**src/rtl/dm_store_buffer_pkg.sv**
```systemverilog
// -----------------------------------------------------------------------------
// stbuf_pkg: shared types and default sizes for the dm_store_buffer slice.
//   stbuf_entry_t : one buffered store {word address, data}.
//   STBUF_N       : default data width.
//   STBUF_DEPTH   : default number of store entries (power of two, >= 2).
//   STBUF_AW      : default memory word-address width.
// The entry struct is sized by STBUF_N / STBUF_AW, so a top-level N/AW
// override must be matched here.
// -----------------------------------------------------------------------------
package stbuf_pkg;

  localparam int unsigned STBUF_N     = 64;
  localparam int unsigned STBUF_DEPTH = 4;
  localparam int unsigned STBUF_AW    = 6;

  typedef struct packed {
    logic [STBUF_AW-1:0] waddr;
    logic [STBUF_N-1:0]  data;
  } stbuf_entry_t;

endpackage

```
**src/rtl/dm_store_buffer_if.sv**
```systemverilog
// -----------------------------------------------------------------------------
// dm_store_buffer_if: CPU-side and memory-side signals of the store buffer.
//   CPU side : cpu_addr, cpu_wdata, cpu_we, cpu_re -> buffer; cpu_rdata, stall <-
//   Mem side : mem_ready, mem_rdata -> buffer; mem_we, mem_re, mem_addr,
//              mem_wdata <-
//   Misc     : dump_req -> buffer; mem_dump, empty, count <-
// Modports: slave = store buffer view, master = CPU/memory/bench view.
// -----------------------------------------------------------------------------
interface dm_store_buffer_if
  import stbuf_pkg::*;
#(
  parameter int unsigned N     = STBUF_N,
  parameter int unsigned DEPTH = STBUF_DEPTH,
  parameter int unsigned AW    = STBUF_AW
);

  localparam int unsigned CW = $clog2(DEPTH + 1);

  logic [N-1:0]  cpu_addr;
  logic [N-1:0]  cpu_wdata;
  logic          cpu_we;
  logic          cpu_re;
  logic [N-1:0]  cpu_rdata;
  logic          stall;
  logic          mem_ready;
  logic          mem_we;
  logic          mem_re;
  logic [AW-1:0] mem_addr;
  logic [N-1:0]  mem_wdata;
  logic [N-1:0]  mem_rdata;
  logic          dump_req;
  logic          mem_dump;
  logic          empty;
  logic [CW-1:0] count;

  modport slave (
    input  cpu_addr, cpu_wdata, cpu_we, cpu_re, mem_ready, mem_rdata, dump_req,
    output cpu_rdata, stall, mem_we, mem_re, mem_addr, mem_wdata, mem_dump,
           empty, count
  );

  modport master (
    output cpu_addr, cpu_wdata, cpu_we, cpu_re, mem_ready, mem_rdata, dump_req,
    input  cpu_rdata, stall, mem_we, mem_re, mem_addr, mem_wdata, mem_dump,
           empty, count
  );

endinterface

```
**src/rtl/dm_store_buffer_fifo.sv**
```systemverilog
// -----------------------------------------------------------------------------
// stbuf_fifo: storage, head/tail pointers and occupancy for the store buffer.
//   clk, rst_n  : clock, asynchronous active-low reset
//   push        : write push_entry at tail on the clock edge
//   pop         : retire head entry on the clock edge (caller ensures !empty)
//   head_entry  : oldest entry
//   ent_age     : all entries in age order, [0] = oldest
//   ent_valid   : per-position valid flag matching ent_age
//   count/full/empty : occupancy
// -----------------------------------------------------------------------------
module stbuf_fifo
  import stbuf_pkg::*;
#(
  parameter int unsigned DEPTH = STBUF_DEPTH
) (
  input  logic                           clk,
  input  logic                           rst_n,
  input  logic                           push,
  input  logic                           pop,
  input  stbuf_entry_t                   push_entry,
  output stbuf_entry_t                   head_entry,
  output stbuf_entry_t [DEPTH-1:0]       ent_age,
  output logic [DEPTH-1:0]               ent_valid,
  output logic [$clog2(DEPTH+1)-1:0]     count,
  output logic                           full,
  output logic                           empty
);

  localparam int unsigned PW = $clog2(DEPTH);
  localparam int unsigned CW = $clog2(DEPTH + 1);

  stbuf_entry_t [DEPTH-1:0] mem_q, mem_d;
  logic [PW-1:0]            head_q, head_d;
  logic [PW-1:0]            tail_q, tail_d;
  logic [CW-1:0]            count_q, count_d;

  always_comb begin
    mem_d   = mem_q;
    head_d  = head_q;
    tail_d  = tail_q;
    count_d = count_q;
    if (push) begin
      mem_d[tail_q] = push_entry;
      tail_d        = tail_q + PW'(1);
    end
    if (pop) begin
      head_d = head_q + PW'(1);
    end
    case ({push, pop})
      2'b10:   count_d = count_q + CW'(1);
      2'b01:   count_d = count_q - CW'(1);
      default: count_d = count_q;
    endcase
  end

  always_ff @(posedge clk or negedge rst_n) begin
    if (!rst_n) begin
      mem_q   <= '0;
      head_q  <= '0;
      tail_q  <= '0;
      count_q <= '0;
    end else begin
      mem_q   <= mem_d;
      head_q  <= head_d;
      tail_q  <= tail_d;
      count_q <= count_d;
    end
  end

  // Rotate storage so position 0 is the oldest entry; pointers wrap
  // naturally because DEPTH is a power of two.
  always_comb begin
    ent_age   = '0;
    ent_valid = '0;
    for (int unsigned i = 0; i < DEPTH; i++) begin
      ent_age[i]   = mem_q[head_q + PW'(i)];
      ent_valid[i] = (CW'(i) < count_q);
    end
  end

  assign head_entry = mem_q[head_q];
  assign count      = count_q;
  assign full       = (count_q == CW'(DEPTH));
  assign empty      = (count_q == '0);

endmodule

```
**src/rtl/dm_store_buffer.sv**
```systemverilog
// -----------------------------------------------------------------------------
// dm_store_buffer: posted-write buffer between the MEM stage and dmem.
// Stores are queued and retired in FIFO order whenever the memory port is
// free; loads go to memory (read port has priority over draining) or, with
// forwarding, are served from the youngest matching buffered store.
//   clk   : clock, rising edge
//   reset : asynchronous active-low reset, discards all buffered stores
//   bus   : dm_store_buffer_if.slave (CPU request/response, memory strobes,
//           dump request/strobe, empty/count status)
// Optional feature macro: STBUF_FWD_EN (store-to-load forwarding). When
// undefined, loads are only legal with the buffer empty and no address
// comparators are built.
// -----------------------------------------------------------------------------
module dm_store_buffer
  import stbuf_pkg::*;
#(
  parameter int unsigned N     = STBUF_N,
  parameter int unsigned DEPTH = STBUF_DEPTH,
  parameter int unsigned AW    = STBUF_AW
) (
  input  logic             clk,
  input  logic             reset,
  dm_store_buffer_if.slave bus
);

  localparam int unsigned CW = $clog2(DEPTH + 1);

  stbuf_entry_t             push_entry;
  stbuf_entry_t             head_entry;
  stbuf_entry_t [DEPTH-1:0] ent_age;
  logic [DEPTH-1:0]         ent_valid;
  logic [CW-1:0]            count;
  logic                     full;
  logic                     empty;

  logic [AW-1:0] req_waddr;
  logic          fwd_hit;
  logic [N-1:0]  fwd_data;
  logic          read_legal;
  logic          mem_re;
  logic          drain;
  logic          push;
  logic          read_served;

  logic unused_addr_bits;
  assign unused_addr_bits = ^{bus.cpu_addr[N-1:AW+3], bus.cpu_addr[2:0]};

  assign req_waddr  = bus.cpu_addr[AW+2:3];
  assign push_entry = '{waddr: req_waddr, data: bus.cpu_wdata};

  stbuf_fifo #(
    .DEPTH (DEPTH)
  ) u_fifo (
    .clk        (clk),
    .rst_n      (reset),
    .push       (push),
    .pop        (drain),
    .push_entry (push_entry),
    .head_entry (head_entry),
    .ent_age    (ent_age),
    .ent_valid  (ent_valid),
    .count      (count),
    .full       (full),
    .empty      (empty)
  );

`ifdef STBUF_FWD_EN
  // Scan oldest to youngest so the last match (youngest store) wins.
  always_comb begin
    fwd_hit  = 1'b0;
    fwd_data = '0;
    for (int unsigned i = 0; i < DEPTH; i++) begin
      if (bus.cpu_re && ent_valid[i] && (ent_age[i].waddr == req_waddr)) begin
        fwd_hit  = 1'b1;
        fwd_data = ent_age[i].data;
      end
    end
  end
  assign read_legal = 1'b1;
`else
  logic unused_fwd_view;
  assign unused_fwd_view = ^{ent_age, ent_valid};
  assign fwd_hit    = 1'b0;
  assign fwd_data   = '0;
  // Without forwarding a load may only bypass an empty buffer.
  assign read_legal = empty;
`endif

  always_comb begin
    mem_re      = reset && bus.cpu_re && !fwd_hit && bus.mem_ready && read_legal;
    read_served = fwd_hit || mem_re;
    drain       = reset && !empty && bus.mem_ready && !mem_re;
    push        = reset && bus.cpu_we && (!full || drain);
  end

  always_comb begin
    bus.mem_re    = mem_re;
    bus.mem_we    = drain;
    bus.mem_addr  = '0;
    bus.mem_wdata = '0;
    if (mem_re) begin
      bus.mem_addr = req_waddr;
    end else if (drain) begin
      bus.mem_addr  = head_entry.waddr;
      bus.mem_wdata = head_entry.data;
    end
    bus.cpu_rdata = '0;
    if (fwd_hit) begin
      bus.cpu_rdata = fwd_data;
    end else if (mem_re) begin
      bus.cpu_rdata = bus.mem_rdata;
    end
    bus.stall    = reset && ((bus.cpu_we && full && !drain) ||
                             (bus.cpu_re && !read_served));
    bus.mem_dump = reset && bus.dump_req && empty && !bus.cpu_we;
    bus.empty    = empty;
    bus.count    = count;
  end

endmodule

```
**src/flat_wrapper.sv**
```systemverilog
// flat-port wrapper written by rule: the top's interface ports become plain ports
module dm_store_buffer_flat import stbuf_pkg::*;
#(
  parameter int unsigned N     = STBUF_N,
  parameter int unsigned DEPTH = STBUF_DEPTH,
  parameter int unsigned AW    = STBUF_AW
)
  (clk, reset, bus_cpu_addr, bus_cpu_wdata, bus_cpu_we, bus_cpu_re, bus_mem_ready, bus_mem_rdata, bus_dump_req, bus_cpu_rdata, bus_stall, bus_mem_we, bus_mem_re, bus_mem_addr, bus_mem_wdata, bus_mem_dump, bus_empty, bus_count);
  dm_store_buffer_if #(.N(N), .DEPTH(DEPTH), .AW(AW)) bus_i ();
  input  logic clk;
  input  logic reset;
  input wire logic [$bits(bus_i.cpu_addr)-1:0] bus_cpu_addr;
  input wire logic [$bits(bus_i.cpu_wdata)-1:0] bus_cpu_wdata;
  input wire logic [$bits(bus_i.cpu_we)-1:0] bus_cpu_we;
  input wire logic [$bits(bus_i.cpu_re)-1:0] bus_cpu_re;
  input wire logic [$bits(bus_i.mem_ready)-1:0] bus_mem_ready;
  input wire logic [$bits(bus_i.mem_rdata)-1:0] bus_mem_rdata;
  input wire logic [$bits(bus_i.dump_req)-1:0] bus_dump_req;
  output wire logic [$bits(bus_i.cpu_rdata)-1:0] bus_cpu_rdata;
  output wire logic [$bits(bus_i.stall)-1:0] bus_stall;
  output wire logic [$bits(bus_i.mem_we)-1:0] bus_mem_we;
  output wire logic [$bits(bus_i.mem_re)-1:0] bus_mem_re;
  output wire logic [$bits(bus_i.mem_addr)-1:0] bus_mem_addr;
  output wire logic [$bits(bus_i.mem_wdata)-1:0] bus_mem_wdata;
  output wire logic [$bits(bus_i.mem_dump)-1:0] bus_mem_dump;
  output wire logic [$bits(bus_i.empty)-1:0] bus_empty;
  output wire logic [$bits(bus_i.count)-1:0] bus_count;
  assign bus_i.cpu_addr = bus_cpu_addr;
  assign bus_i.cpu_wdata = bus_cpu_wdata;
  assign bus_i.cpu_we = bus_cpu_we;
  assign bus_i.cpu_re = bus_cpu_re;
  assign bus_i.mem_ready = bus_mem_ready;
  assign bus_i.mem_rdata = bus_mem_rdata;
  assign bus_i.dump_req = bus_dump_req;
  assign bus_cpu_rdata = bus_i.cpu_rdata;
  assign bus_stall = bus_i.stall;
  assign bus_mem_we = bus_i.mem_we;
  assign bus_mem_re = bus_i.mem_re;
  assign bus_mem_addr = bus_i.mem_addr;
  assign bus_mem_wdata = bus_i.mem_wdata;
  assign bus_mem_dump = bus_i.mem_dump;
  assign bus_empty = bus_i.empty;
  assign bus_count = bus_i.count;
  dm_store_buffer #(.N(N), .DEPTH(DEPTH), .AW(AW)) u_core (.clk(clk), .reset(reset), .bus(bus_i));
endmodule
```
**config.mk**
```make
export PLATFORM = sky130hd
export DESIGN_NAME = dm_store_buffer_flat
export DESIGN_NICKNAME = d
export VERILOG_FILES = /design/src/rtl/dm_store_buffer_pkg.sv /design/src/rtl/dm_store_buffer_if.sv /design/src/rtl/dm_store_buffer_fifo.sv /design/src/rtl/dm_store_buffer.sv /design/src/flat_wrapper.sv
export SDC_FILE = /design/constraint.sdc
export NUM_CORES = 1
export LEC_CHECK = 0
export CAP_MARGIN = 20
export CORE_MARGIN = 2
export CORE_UTILIZATION = 30
export CTS_BUF_LIST = sky130_fd_sc_hd__clkbuf_16
export CTS_CLUSTER_DIAMETER = 200
export CTS_CLUSTER_SIZE = 14
export DETAILED_ROUTE_END_ITERATION = 6
export PLACE_DENSITY = 0.63
export SYNTH_ARGS = -nofsm -noshare
export SYNTH_HDL_FRONTEND = slang
export SYNTH_SLANG_ARGS = --single-unit
```
**constraint.sdc**
```tcl
create_clock -name clk -period 6.5 [get_ports clk]
set_clock_uncertainty 0.15 [all_clocks]
set_input_delay 0.65 -clock clk [delete_from_list [all_inputs] [get_ports clk]]
set_output_delay 0.65 -clock clk [all_outputs]
set_load 0.1 [all_outputs]
```
# == Word-level counts from Yosys, hierarchy flattened ==
# Cells that the tools add are included.
# classes
reduce_logical,25
n_lt_le_gt_ge,3
muxes,11
eq_ne,3
n_addsub,4
# op_table
cell,n
280-bit bitwise mux,1
64-bit two-way mux,3
70-bit binary-select mux with 2-bit select,1
70-bit demux with 2-bit select,1
70-bit two-way mux,2
1-bit logical AND,16
6-bit two-way mux,2
"2-bit by 3-bit less-than comparator with 1-bit output, second input constant",2
3-bit case mux with 2 select lines,1
1-bit logical NOT,5
"2-bit by 1-bit adder with 2-bit output, second input constant",2
"3-bit by 1-bit adder with 3-bit output, second input constant",1
"3-bit == test, second input constant",1
3-bit logical NOT,1
"3-bit by 1-bit subtractor with 3-bit output, second input constant",1
"2-bit by 1-bit == test with 1-bit output, second input constant",1
"2-bit == test, second input constant",1
"2-bit by 1-bit >= comparator with 1-bit output, second input constant",1
1-bit logical OR,2
2-bit nonzero test,1
# totals
out_inout_bits,142
wordCells,57
inputBits,198
regBits,287

# == Logic depth before layout (Yosys ltp) ==
# Gate-level depths: netlist (run 1).
# logic_depth
word_depth,9
ltp_mapped,8
mapped_depth_nobuf,7

# == By module ==
# A second synthesis (run 1) with hierarchy kept.
# unflattened
hier_cells,1221
area_unflattened_um2,19268.5
# by_module_without_submodules
module,seq_area_each_um2,cells_each,area_each_um2,instances
stbuf_fifo,7181.9,1047,18211.2,1
dm_store_buffer,0.0,174,1057.3,1

# == Least setup slack after synthesis (run 1) ==
# OpenSTA, ideal clock, no wires.
# synth_timing
path_kind,register to output
from,reg u_core.u_fifo.count_q[2] (netlist: u_core.u_fifo.count[2])
to,out bus_stall
path_buffers,0
arrival_ns,3.624
path_stages_with_launch,4
required_ns,5.700
slack_ns,2.076
path_cell_list,dfrtp_1 > nor4bb_1 > o21bai_1 > a21boi_0
# synth_between
elab_chain_cells,9
word_cells_on_any_way,14
cone_classes,eq/ne: 1; reduce/logical: 13
# synth_rtl
element,line_no,text
"start, declared",dm_store_buffer_fifo.sv:35,"logic [CW-1:0] count_q, count_d;"
"start signal, assigned",dm_store_buffer_fifo.sv:66,count_q <= count_d;
3-bit logical NOT,dm_store_buffer_fifo.sv:84,assign empty = (count_q == '0);
1-bit logical NOT,dm_store_buffer.sv:92,drain = reset && !empty && bus.mem_ready && !mem_re;
1-bit logical AND (3 in a row),dm_store_buffer.sv:92,
1-bit logical NOT,dm_store_buffer.sv:113,bus.stall = reset && ((bus.cpu_we && full && !drain) ||
1-bit logical AND,dm_store_buffer.sv:113,
1-bit logical OR *,dm_store_buffer.sv:113,
1-bit logical AND *,dm_store_buffer.sv:113,
"end, declared",flat_wrapper.sv:20,output wire logic [$bits(bus_i.stall)-1:0] bus_stall;
# Mark *: on every way between the ends. The rest lies on a longest branch, timed or not.

# == Worst setup path in the final report (run 1) ==
# layout_timing
from,in reset
to,out bus_mem_wdata[58]
# layout_between
elab_chain_cells,7
word_cells_on_any_way,9
cone_classes,mux: 2; reduce/logical: 7
# layout_rtl
element,line_no,text
"start, declared",flat_wrapper.sv:11,input logic reset;
1-bit logical AND (3 in a row),dm_store_buffer.sv:90,mem_re = reset && bus.cpu_re && !fwd_hit && bus.mem_ready && read_legal;
1-bit logical NOT,dm_store_buffer.sv:92,
1-bit logical AND,dm_store_buffer.sv:92,
64-bit two-way mux,dm_store_buffer.sv:103,end else if (drain) begin
64-bit two-way mux *,dm_store_buffer.sv:101,if (mem_re) begin
"end, declared",flat_wrapper.sv:24,output wire logic [$bits(bus_i.mem_wdata)-1:0] bus_mem_wdata;
# Marked as above.

==> reports/metrics.csv, run 1 <==
stage,metric,value,unit
min_path,min-delay worst type,register to register,
synthesis,Synth Area in Simple Gates,6.65,%
critical_path,critical path data arrival time,4.03,ns
sta,post-route clock period utilization,74.4,%
sta,setup TNS,0,ns
clocking,Clock Latency Late Sink,0.54,ns
pwr,Tot Pwr,0.00904,W
detailed_routing,antenna-violating nets left,0,
finish,Inserted Diodes,0,
global_routing,largest net degree at the start of global routing,76,
synthesis,Ys Warns,0,
synthesis,main flop type after synthesis,dfrtp_1,
clocking,Num Clock Sinks,287,
global_routing,first-pass GRT wire length,56600,um
critical_path,startpoint type of the worst setup path,input pin,
finish,final instance area,18700,um^2
detailed_routing,TritonRoute pass-1 iters,5,
sta,fin crit period,4.83,ns
die,core box area,49000,um^2
pwr,power per cell area,484,nW/um^2
sta,Max-slew headroom,29.4,%
global_routing,initial antenna violation count,1,
critical_path,maximum fanout along the worst path,56,
die,die height,227,um
finish,proportion of layout cells with a drive suffix above 1,35.0,%
detailed_routing,vias per cell,4.55,
synthesis,leading area contributor after synthesis,dfrtp_1,
flow_run,MaxCap Viol Count,0,
placement,number of I/O port buffers,281,
clocking,clk root buf,clkbuf_16,
clocking,total clock buffers created by CTS,24,
detailed_routing,DRC errors left,0,
global_routing,GRT Util Overall,14.1,%
sta,Slew @ Worst Pin,1.06,ns
synthesis,cell area after synthesis,14900,um^2
detailed_routing,wire per inst,20.2,um
run_status,outcome,finished clean,
synthesis,Synth Area in XOR/XNOR,0.235,%
synthesis,"Avg Cell Area, Syn",16.9,um^2
die,row cnt,81,
synthesis,main combinational cell family by area after synthesis,multiplexers,
sta,FMAX,0.207,GHz
pwr,Peak supply drop,0.000297,V
synthesis,Area contributors post-synth,"dfrtp_1 48%, mux2_4 28%, mux4_2 11%, and2_1 5.4%, buf_12 3.8%",
critical_path,worst endpoint required time,5.70,ns
clocking,CTS tree,yes,
synthesis,synth unique cells,35,
placement,dpl hpwl,22500,um
clocking,clock-pin slew on the worst setup and hold paths,0.07,ns
finish,NumNets Final,1346,
die,initial core utilization,30.5,%
sta,final max-slew violation count,0,
pwr,Pleak,8.56,nW
finish,area delta synth->final,25.3,%
sta,final setup fails,0,
synthesis,post-synthesis compound-gate area fraction,0.747,%
synthesis,Cells after Synth,881,
clocking,H-tree depth,1,
die,Die Wd,227,um
critical_path,Worst Setup Path Type,input pin to output pin,
sta,Final Hold Vio Count,0,
clocking,CTS Buffer Depth,3,
placement,GP Congestion,0.708,
synthesis,"Seq/Total Area, Yosys",48.2,%
sta,RSZ-0062 raised after global routing,false,
synthesis,mux cell area share after synthesis,38.8,%
min_path,Worst Hold Path Cells,1,
critical_path,Crit. End Element,output pin,
placement,Post-DP Area,18000,um^2
synthesis,Syn Nets,1084,
global_routing,global route total overflow,0,
synthesis,Yosys reg bits,287,
detailed_routing,DR vias,8238,
finish,"Core Util, Final",38.2,%
synthesis,area share of fa/ha/maj cells after synthesis,0.470,%
die,die area,51500,um^2
critical_path,r2r worst-path depth,4,
synthesis,"FFs w/ async S/R, synth",100,%
detailed_routing,Detailed Route Iter0 Violations,366,
detailed_routing,Total Wirelength,36500,um
synthesis,post-synth top area share,48.2,%
synthesis,Post-synth EDFFs,0,
die,# IOs,340,
global_routing,vias in the first global route,9180,
-- kinds of logic after synthesis --
logic type,Yosys count
compound gates,13
xor+xnor,4
fa+ha+maj,5
buf+inv,68
flops,287
mux,351
simple gates,153
-- cell usage after synthesis, types with 2 or more instances --
| library cell | instances |
|---|---|
| nand2_1 | 6 |
| nand3_1 | 2 |
| ha_1 | 4 |
| nor2_1 | 2 |
| buf_2 | 9 |
| xnor2_1 | 4 |
| dfrtp_1 | 287 |
| and2_1 | 129 |
| clkbuf_1 | 23 |
| a22o_1 | 6 |
| nor3_1 | 2 |
| buf_12 | 28 |
| mux4_2 | 70 |
| mux2_4 | 280 |
| inv_1 | 6 |
| nand3_4 | 4 |
-- critical path, stage by stage --
cell	delay (ns)
dlygate4sd3_1	0.57
buf_8	0.29
o311ai_2	0.26
inv_2	0.42
buf_12	0.35
and2_1	0.25
clkdlybuf4s50_1	1.16
-- cell usage in the layout (no fill, tap or decap), drive strengths merged --
cell           synthesis  layout
or4b                   1       1
nand3                  6       6
dfrtp                287     287
o32ai                  1       1
nor2                   2       2
nand3b                 1       1
nor4bb                 1       1
ha                     4       4
nor4                   1       1
or3                    1       1
nor3                   2       2
or2b                   1       1
inv                    7      10
mux4                  70      70
o21ai                  1       1
mux2i                  1       1
buf                   38      16
mux2                 280     280
dlygate4sd3            0       1
nand2                  6       6
a211oi                 1       1
o311ai                 1       1
o21bai                 1       1
fa                     1       1
clkbuf                23      25
or4                    1       1
a31oi                  1       1
and2                 129     129
a22o                   6       6
xnor2                  4       4
nor4b                  1       1
a21boi                 1       1
clkdlybuf4s50          0     280
-- flip-flops by register name (all words and copies together) (netlist names) --
signal and count:
u_core.u_fifo.mem_q 280, u_core.u_fifo.count 3, u_core.u_fifo.head_q 2, u_core.u_fifo.tail_q 2
-- per-stage QoR --
| stage | setup slack (ns) | instances | hold slack (ns) |
|---|---|---|---|
| after detailed placement | 1.95 | 1780 | 0.337 |
| after global routing | 1.49 | 1809 | 0.368 |
| after global placement | 1.83 | 1779 | 0.337 |
| after floorplan | 2.08 | 881 | 0.204 |
| final | 1.67 | 1809 | 0.354 |
| after CTS | 1.59 | 1809 | 0.356 |
-- final cells by class --
cell class / instances / area (um^2)
fillers: 4542 / 30300
flip-flops and latches: 287 / 7190
multi-input cells: 526 / 7010
repair buffers: 297 / 2990
well taps: 664 / 831
clock buffers: 25 / 626
inverters: 7 / 26.3
clock inverters: 3 / 16.3
-- metal layers --
| metal | vias up | global-route usage, % | routed length (um) |
|---|---|---|---|
| met4 | 2 | 2.21 | 470 |
| met1 | 4383 | 21.2 | 17600 |
| li1 | 3662 | - | - |
| met2 | 162 | 21.6 | 16900 |
| met5 | - | 0 | 13 |
| met3 | 29 | 2.40 | 1490 |
-- repair_timing --
item,in CTS,in global routing
hold buffers,1,0
gates resized for setup,0,0
endpoints found under the hold margin,35,0
endpoints found under the setup margin,0,0
setup buffers,0,0
-- report_power, final --
part / switching [W] / internal [W] / leakage (nW) / total, W
combinational: 0.00203 / 0.00238 / 4.78 / 0.00441
sequential: 0.000605 / 0.00269 / 3.45 / 0.00329
clock: 0.000652 / 0.000680 / 0.323 / 0.00133
-- worst paths after layout --
| path | startpoint | to | slack, ns |
|---|---|---|---|
| max | reset | bus_mem_wdata[58] | 1.67 |
| min | u_core.u_fifo.mem_q[165]$_DFFE_PN0P_ | u_core.u_fifo.mem_q[165]$_DFFE_PN0P_ | 0.35 |
| max reg2reg | u_core.u_fifo.count[1]$_DFFE_PN0P_ | u_core.u_fifo.mem_q[204]$_DFFE_PN0P_ | 3.42 |
| min reg2reg | u_core.u_fifo.mem_q[165]$_DFFE_PN0P_ | u_core.u_fifo.mem_q[165]$_DFFE_PN0P_ | 0.35 |
| max in group asynchronous | reset | u_core.u_fifo.mem_q[206]$_DFFE_PN0P_ | 2.86 |
| min in group asynchronous | reset | u_core.u_fifo.mem_q[64]$_DFFE_PN0P_ | 0.46 |
Note: power is estimated with default switching activity, not from simulation.
==> inputs of run 2 (changes only) <==
- PLACE_DENSITY: 0.63 -> 0.65
- clock period: 6.5 -> 4.4 ns (I/O delays scaled with it)
==> reports/metrics.csv, run 2 (synthesized netlist as in run 1, its figures left out) <==
stage,metric,value,unit,change
critical_path,critical path data arrival time,2.83,ns,was 4.03 ns
finish,NumNets Final,1348,,"was 1,346"
clocking,post_cts resized,0,,unchanged
placement,GP Congestion,0.696,,was 0.708
clocking,CTS Buffer Depth,3,,unchanged
pwr,Pleak,8.91,nW,was 8.56 nW
sta,RSZ-0062 raised after global routing,false,,unchanged
sta,FMAX,0.292,GHz,
finish,final instance area,18600,um^2,"was 18,700 um^2"
detailed_routing,antenna-violating nets left,0,,unchanged
critical_path,maximum fanout along the worst path,7,,was 56
sta,post-route clock period utilization,77.7,%,
pwr,Peak supply drop,0.000591,V,was 0.000297 V
placement,number of I/O port buffers,281,,unchanged
finish,proportion of layout cells with a drive suffix above 1,47.1,%,was 35.0%
detailed_routing,vias per cell,4.55,,about the same
sta,final setup margin,0.979,ns,was 1.67 ns
global_routing,first-pass GRT wire length,54300,um,"was 56,600 um"
clocking,Clock Latency Late Sink,0.53,ns,was 0.54 ns
finish,"Most flops, register",u_core.u_fifo.mem_q,,unchanged
critical_path,startpoint type of the worst setup path,register,,was input pin
sta,fin crit period,3.42,ns,
global_routing,GRT Util Overall,13.3,%,was 14.1%
global_routing,largest net degree at the start of global routing,152,,was 76
sta,setup TNS,0,ns,unchanged
finish,most frequent cells in the layout,"285 x dfrtp_1, 280 x mux2_4, 143 x clkdlybuf4s50_1",,"was 285 x dfrtp_1, 280 x mux2_4, 280 x clkdlybuf4s50_1"
sta,final setup fails,0,,unchanged
sta,Final Hold Vio Count,0,,unchanged
placement,Post-DP Area,17900,um^2,"was 18,000 um^2"
die,row cnt,81,,unchanged
detailed_routing,DRC errors left,0,,unchanged
critical_path,r2r worst-path depth,4,,unchanged
flow_run,MaxCap Viol Count,0,,unchanged
global_routing,global route total overflow,0,,unchanged
die,die height,227,um,unchanged
critical_path,worst endpoint required time,3.81,ns,was 5.70 ns
detailed_routing,Total Wirelength,34400,um,"was 36,500 um"
min_path,min-delay worst type,input pin to asynchronous set/reset pin,,was register to register
clocking,total clock buffers created by CTS,24,,unchanged
finish,Largest register FFs,280,,unchanged
pwr,power per cell area,720,nW/um^2,was 484 nW/um^2
finish,Inserted Diodes,0,,unchanged
finish,Multi-input gate area,7010,um^2,unchanged
sta,Max-slew headroom,35.0,%,was 29.4%
global_routing,vias in the first global route,9139,,"was 9,180"
detailed_routing,DR vias,8237,,"was 8,238"
die,# IOs,340,,unchanged
die,die area,51500,um^2,unchanged
clocking,CTS tree,yes,,unchanged
die,core box area,49000,um^2,unchanged
critical_path,Worst Setup Path Type,register to output pin,,was input pin to output pin
detailed_routing,wire per inst,19.0,um,was 20.2 um
clocking,clock-pin slew on the worst setup and hold paths,0.07,ns,about the same
global_routing,initial antenna violation count,0,,was 1
finish,area delta synth->final,24.5,%,was 25.3%
die,initial core utilization,30.5,%,unchanged
placement,Place WS,1.31,ns,was 1.95 ns
pwr,Tot Pwr,0.0134,W,was 0.00904 W
placement,dpl hpwl,21200,um,"was 22,500 um"
clocking,clk root buf,clkbuf_16,,unchanged
finish,Register Area,7190,um^2,unchanged
sta,final hold slack,0.140,ns,was 0.354 ns
clocking,Num Clock Sinks,287,,unchanged
clocking,H-tree depth,1,,unchanged
sta,final max-slew violation count,0,,unchanged
detailed_routing,Detailed Route Iter0 Violations,293,,was 366
critical_path,Crit. End Element,output pin,,unchanged
finish,"most common cell after layout, fill and taps aside",dfrtp_1,,unchanged
finish,FILL cells,4595,,"was 4,542"
sta,Slew @ Worst Pin,0.972,ns,was 1.06 ns
run_status,outcome,finished clean,,unchanged
detailed_routing,TritonRoute pass-1 iters,4,,was 5
die,Die Wd,227,um,unchanged
run 2: changes by cell type in the layout (fill, tap and decap cells not counted), sizes merged:
cell	change
buf	+139
clkdlybuf4s50	-137
run 2: area by class of cell:
class | count | area share (%)
Sequential cell | 287 | 38.7
Multi-Input combinational cell | 526 | 37.7
Timing Repair Buffer | 299 | 15.5
Tap cell | 664 | 4.47
Clock buffer | 25 | 3.37
Clock inverter | 3 | 0.0876
Inverter | 7 | 0.141
run 2: power breakdown:
part / leakage [nW] / total (W) / switching, W / internal, W
clock: 0.323 / 0.00195 / 0.000944 / 0.00100
sequential: 3.45 / 0.00487 / 0.000898 / 0.00397
combinational: 5.13 / 0.00655 / 0.00300 / 0.00355
total: 8.91 / 0.0134 / 0.00485 / 0.00853
run 2: final timing paths:
check,from,end,slack (ns)
worst max register to register,u_core.u_fifo.count[1]$_DFFE_PN0P_,u_core.u_fifo.mem_q[220]$_DFFE_PN0P_,1.79
worst min register to register,u_core.u_fifo.mem_q[170]$_DFFE_PN0P_,u_core.u_fifo.mem_q[170]$_DFFE_PN0P_,0.35
max in group asynchronous,reset,u_core.u_fifo.head_q[1]$_DFFE_PN0N_,1.99
min in group clk,u_core.u_fifo.mem_q[170]$_DFFE_PN0P_,u_core.u_fifo.mem_q[170]$_DFFE_PN0P_,0.35
worst max-delay path,u_core.u_fifo.count[1]$_DFFE_PN0P_,bus_mem_dump,0.98
worst min-delay path,reset,u_core.u_fifo.mem_q[128]$_DFFE_PN0P_,0.14
run 2: metal layers:
layer | wire length, um | vias up | share of wire (%) | GRT usage (%)
met4 | 418 | 0 | 1.2 | 2.00
met3 | 1480 | 27 | 4.3 | 2.56
met1 | 16000 | 4399 | 46 | 19.1
met2 | 16600 | 134 | 48 | 21.1
li1 | - | 3677 | - | -
met5 | 0 | - | 0 | 0
run 2: stage by stage:
| step | utilization (%) | cells |
|---|---|---|
| 6_report | 37.9 | 1811 |
| 5_1_grt | 37.9 | 1811 |
| 4_1_cts | 37.9 | 1811 |
| 3_5_place_dp | 36.6 | 1782 |
| 3_3_place_gp | 36.6 | 1782 |
| 2_1_floorplan | - | 881 |
run 2: timing repair:
| action | in CTS | in global routing |
|---|---|---|
| hold buffers | 1 | 0 |
| endpoints found under the hold margin | 37 | 0 |
| buffers inserted | 0 | 0 |
run 2: critical path, stage by stage, from the launching register on:
cell and delay, ns:
dfrtp_1 0.46, or3_1 0.49, nor3_1 0.20, clkdlybuf4s50_1 1.16
==> inputs of run 3 (changes only) <==
- PLACE_DENSITY: 0.65 -> 0.63
- clock period: 4.4 -> 3.3 ns (I/O delays scaled with it)
==> reports/metrics.csv, run 3 (synthesized netlist as in run 1, its figures left out) <==
stage,metric,value,unit,change
die,die area,51500,um^2,unchanged
clocking,clock-pin slew on the worst setup and hold paths,0.08,ns,was 0.07 ns
pwr,Pleak,9.34,nW,was 8.91 nW
sta,Final Hold Vio Count,0,,unchanged
sta,Slew @ Worst Pin,0.948,ns,was 0.972 ns
clocking,H-tree depth,1,,unchanged
sta,FMAX,0.335,GHz,
placement,Post-DP Area,19600,um^2,"was 17,900 um^2"
clocking,clk root buf,clkbuf_16,,unchanged
sta,final max-slew violation count,0,,unchanged
clocking,CTS tree,yes,,unchanged
die,initial core utilization,30.5,%,unchanged
global_routing,vias in the first global route,9258,,"was 9,139"
sta,setup TNS,0,ns,unchanged
clocking,total clock buffers created by CTS,24,,unchanged
global_routing,GRT Util Overall,14.3,%,was 13.3%
global_routing,initial antenna violation count,0,,unchanged
global_routing,largest net degree at the start of global routing,85,,was 152
detailed_routing,met1 WL,17300,um,"was 16,000 um"
sta,final setup fails,0,,unchanged
finish,most frequent cells in the layout,"282 x dfrtp_1, 280 x mux2_4, 149 x buf_12",,"was 285 x dfrtp_1, 280 x mux2_4, 143 x clkdlybuf4s50_1"
critical_path,critical path data arrival time,2.50,ns,was 2.83 ns
critical_path,maximum fanout along the worst path,31,,was 7
finish,Largest register FFs,280,,unchanged
die,row cnt,81,,unchanged
clocking,CTS Buffer Depth,3,,unchanged
pwr,Comb pwr share,51.4,%,was 49.0%
placement,number of I/O port buffers,281,,unchanged
detailed_routing,wire per inst,20.1,um,was 19.0 um
sta,fin crit period,2.98,ns,
pwr,internal power consumption,0.0120,W,was 0.00853 W
min_path,min-delay worst type,input pin to asynchronous set/reset pin,,unchanged
finish,area delta synth->final,35.9,%,was 24.5%
run_status,outcome,finished clean,,unchanged
finish,Inserted Diodes,0,,unchanged
critical_path,Crit. End Element,output pin,,unchanged
detailed_routing,met2 WL,17300,um,"was 16,600 um"
detailed_routing,met3 wire length,1360,um,was 1480 um
placement,Place WS,0.379,ns,was 1.31 ns
flow_run,MaxCap Viol Count,0,,unchanged
critical_path,Worst Setup Path Type,register to output pin,,unchanged
global_routing,first-pass GRT wire length,57200,um,"was 54,300 um"
die,core box area,49000,um^2,unchanged
pwr,sw frac,35.7,%,was 36.2%
pwr,register share of total power,34.5,%,was 36.4%
placement,GP Congestion,0.695,,was 0.696
detailed_routing,antenna-violating nets left,0,,unchanged
sta,RSZ-0062 raised after global routing,false,,unchanged
sta,post-route clock period utilization,90.4,%,
die,Die Wd,227,um,unchanged
finish,final instance area,20300,um^2,"was 18,600 um^2"
placement,dpl hpwl,23700,um,"was 21,200 um"
sta,final setup margin,0.316,ns,was 0.979 ns
clocking,post_cts resized,0,,unchanged
sta,Max-slew headroom,36.8,%,was 35.0%
finish,"Most flops, register",u_core.u_fifo.mem_q,,unchanged
critical_path,Worst R2R Setup Slack,0.79,ns,was 1.79 ns
detailed_routing,DRC errors left,0,,unchanged
pwr,NetSw,0.00665,W,was 0.00485 W
detailed_routing,TritonRoute pass-1 iters,4,,unchanged
global_routing,global route total overflow,0,,unchanged
detailed_routing,Detailed Route Iter0 Violations,396,,was 293
pwr,Peak supply drop,0.000549,V,was 0.000591 V
detailed_routing,Total Wirelength,36500,um,"was 34,400 um"
critical_path,worst endpoint required time,2.82,ns,was 3.81 ns
finish,"most common cell after layout, fill and taps aside",dfrtp_1,,unchanged
clocking,Num Clock Sinks,287,,unchanged
detailed_routing,vias per cell,4.55,,about the same
critical_path,startpoint type of the worst setup path,register,,unchanged
finish,proportion of layout cells with a drive suffix above 1,49.0,%,was 47.1%
detailed_routing,max layer used,met4,,unchanged
sta,final hold slack,0.0901,ns,was 0.140 ns
pwr,power per cell area,919,nW/um^2,was 720 nW/um^2
die,die height,227,um,unchanged
die,# IOs,340,,unchanged
clocking,Clock Latency Late Sink,0.54,ns,was 0.53 ns
finish,"Core Util, Final",41.4,%,was 37.9%
pwr,clock power share,14.1,%,was 14.6%
detailed_routing,DR vias,8275,,"was 8,237"
finish,NumNets Final,1357,,"was 1,348"
==> run 3: path summary, 6_finish.rpt <==
path | startpoint | end | cells past startpoint
setup reg to reg | u_core.u_fifo.count[1]$_DFFE_PN0P_ | u_core.u_fifo.mem_q[168]$_DFFE_PN0P_ | 4
max in group asynchronous | reset | u_core.u_fifo.head_q[0]$_DFFE_PN0N_ | 4
hold / removal | reset | u_core.u_fifo.count[1]$_DFFE_PN0P_ | 2
setup / recovery | u_core.u_fifo.head_q[0]$_DFFE_PN0N_ | bus_mem_addr[0] | 4
min in group clk | bus_cpu_wdata[40] | u_core.u_fifo.mem_q[40]$_DFFE_PN0P_ | 2
hold reg to reg | u_core.u_fifo.mem_q[259]$_DFFE_PN0P_ | u_core.u_fifo.mem_q[259]$_DFFE_PN0P_ | 1
==> run 3: timing repair <==
item / 4_1_cts / 5_1_grt
hold buffers: 1 / 0
endpoints found under the hold margin: 130 / 0
buffers inserted: 0 / 0
endpoints found under the setup margin: 0 / 0
==> run 3: final cells by class <==
| class | instances | area, um^2 |
|---|---|---|
| fillers | 4398 | 28700 |
| flip-flops and latches | 287 | 7190 |
| multi-input cells | 526 | 7020 |
| repair buffers | 308 | 4550 |
| well taps | 664 | 831 |
| clock buffers | 25 | 626 |
| inverters | 7 | 26.3 |
| clock inverters | 3 | 16.3 |
==> run 3: power groups by stage <==
stage	Clock (W)	Combinational, W	Sequential, W
2_1_floorplan	0	0.00737	0.00611
3_3_place_gp	0	0.00953	0.00632
3_5_place_dp	0	0.00966	0.00640
4_1_cts	0.00273	0.00970	0.00639
5_1_grt	0.00285	0.0101	0.00666
6_report	0.00262	0.00958	0.00642
==> run 3: metal layers <==
layer	track usage, %	vias to the layer above
li1	-	3687
met1	20.8	4412
met2	22.4	140
met3	2.61	36
met4	2.42	0
met5	0	-
==> run 3: worst max-delay path, cell delays in order (launching register included) <==
cell and delay (ns):
dfrtp_4 0.62, buf_12 0.33, mux4_2 0.56, a22o_1 0.25
buf_12 0.18
==> run 3: through the flow <==
step | instances | power [W]
after global routing | 1820 | 0.0196
after detailed placement | 1790 | 0.0161
after floorplan | 881 | 0.0135
after CTS | 1819 | 0.0188
after global placement | 1790 | 0.0159
final | 1820 | 0.0186
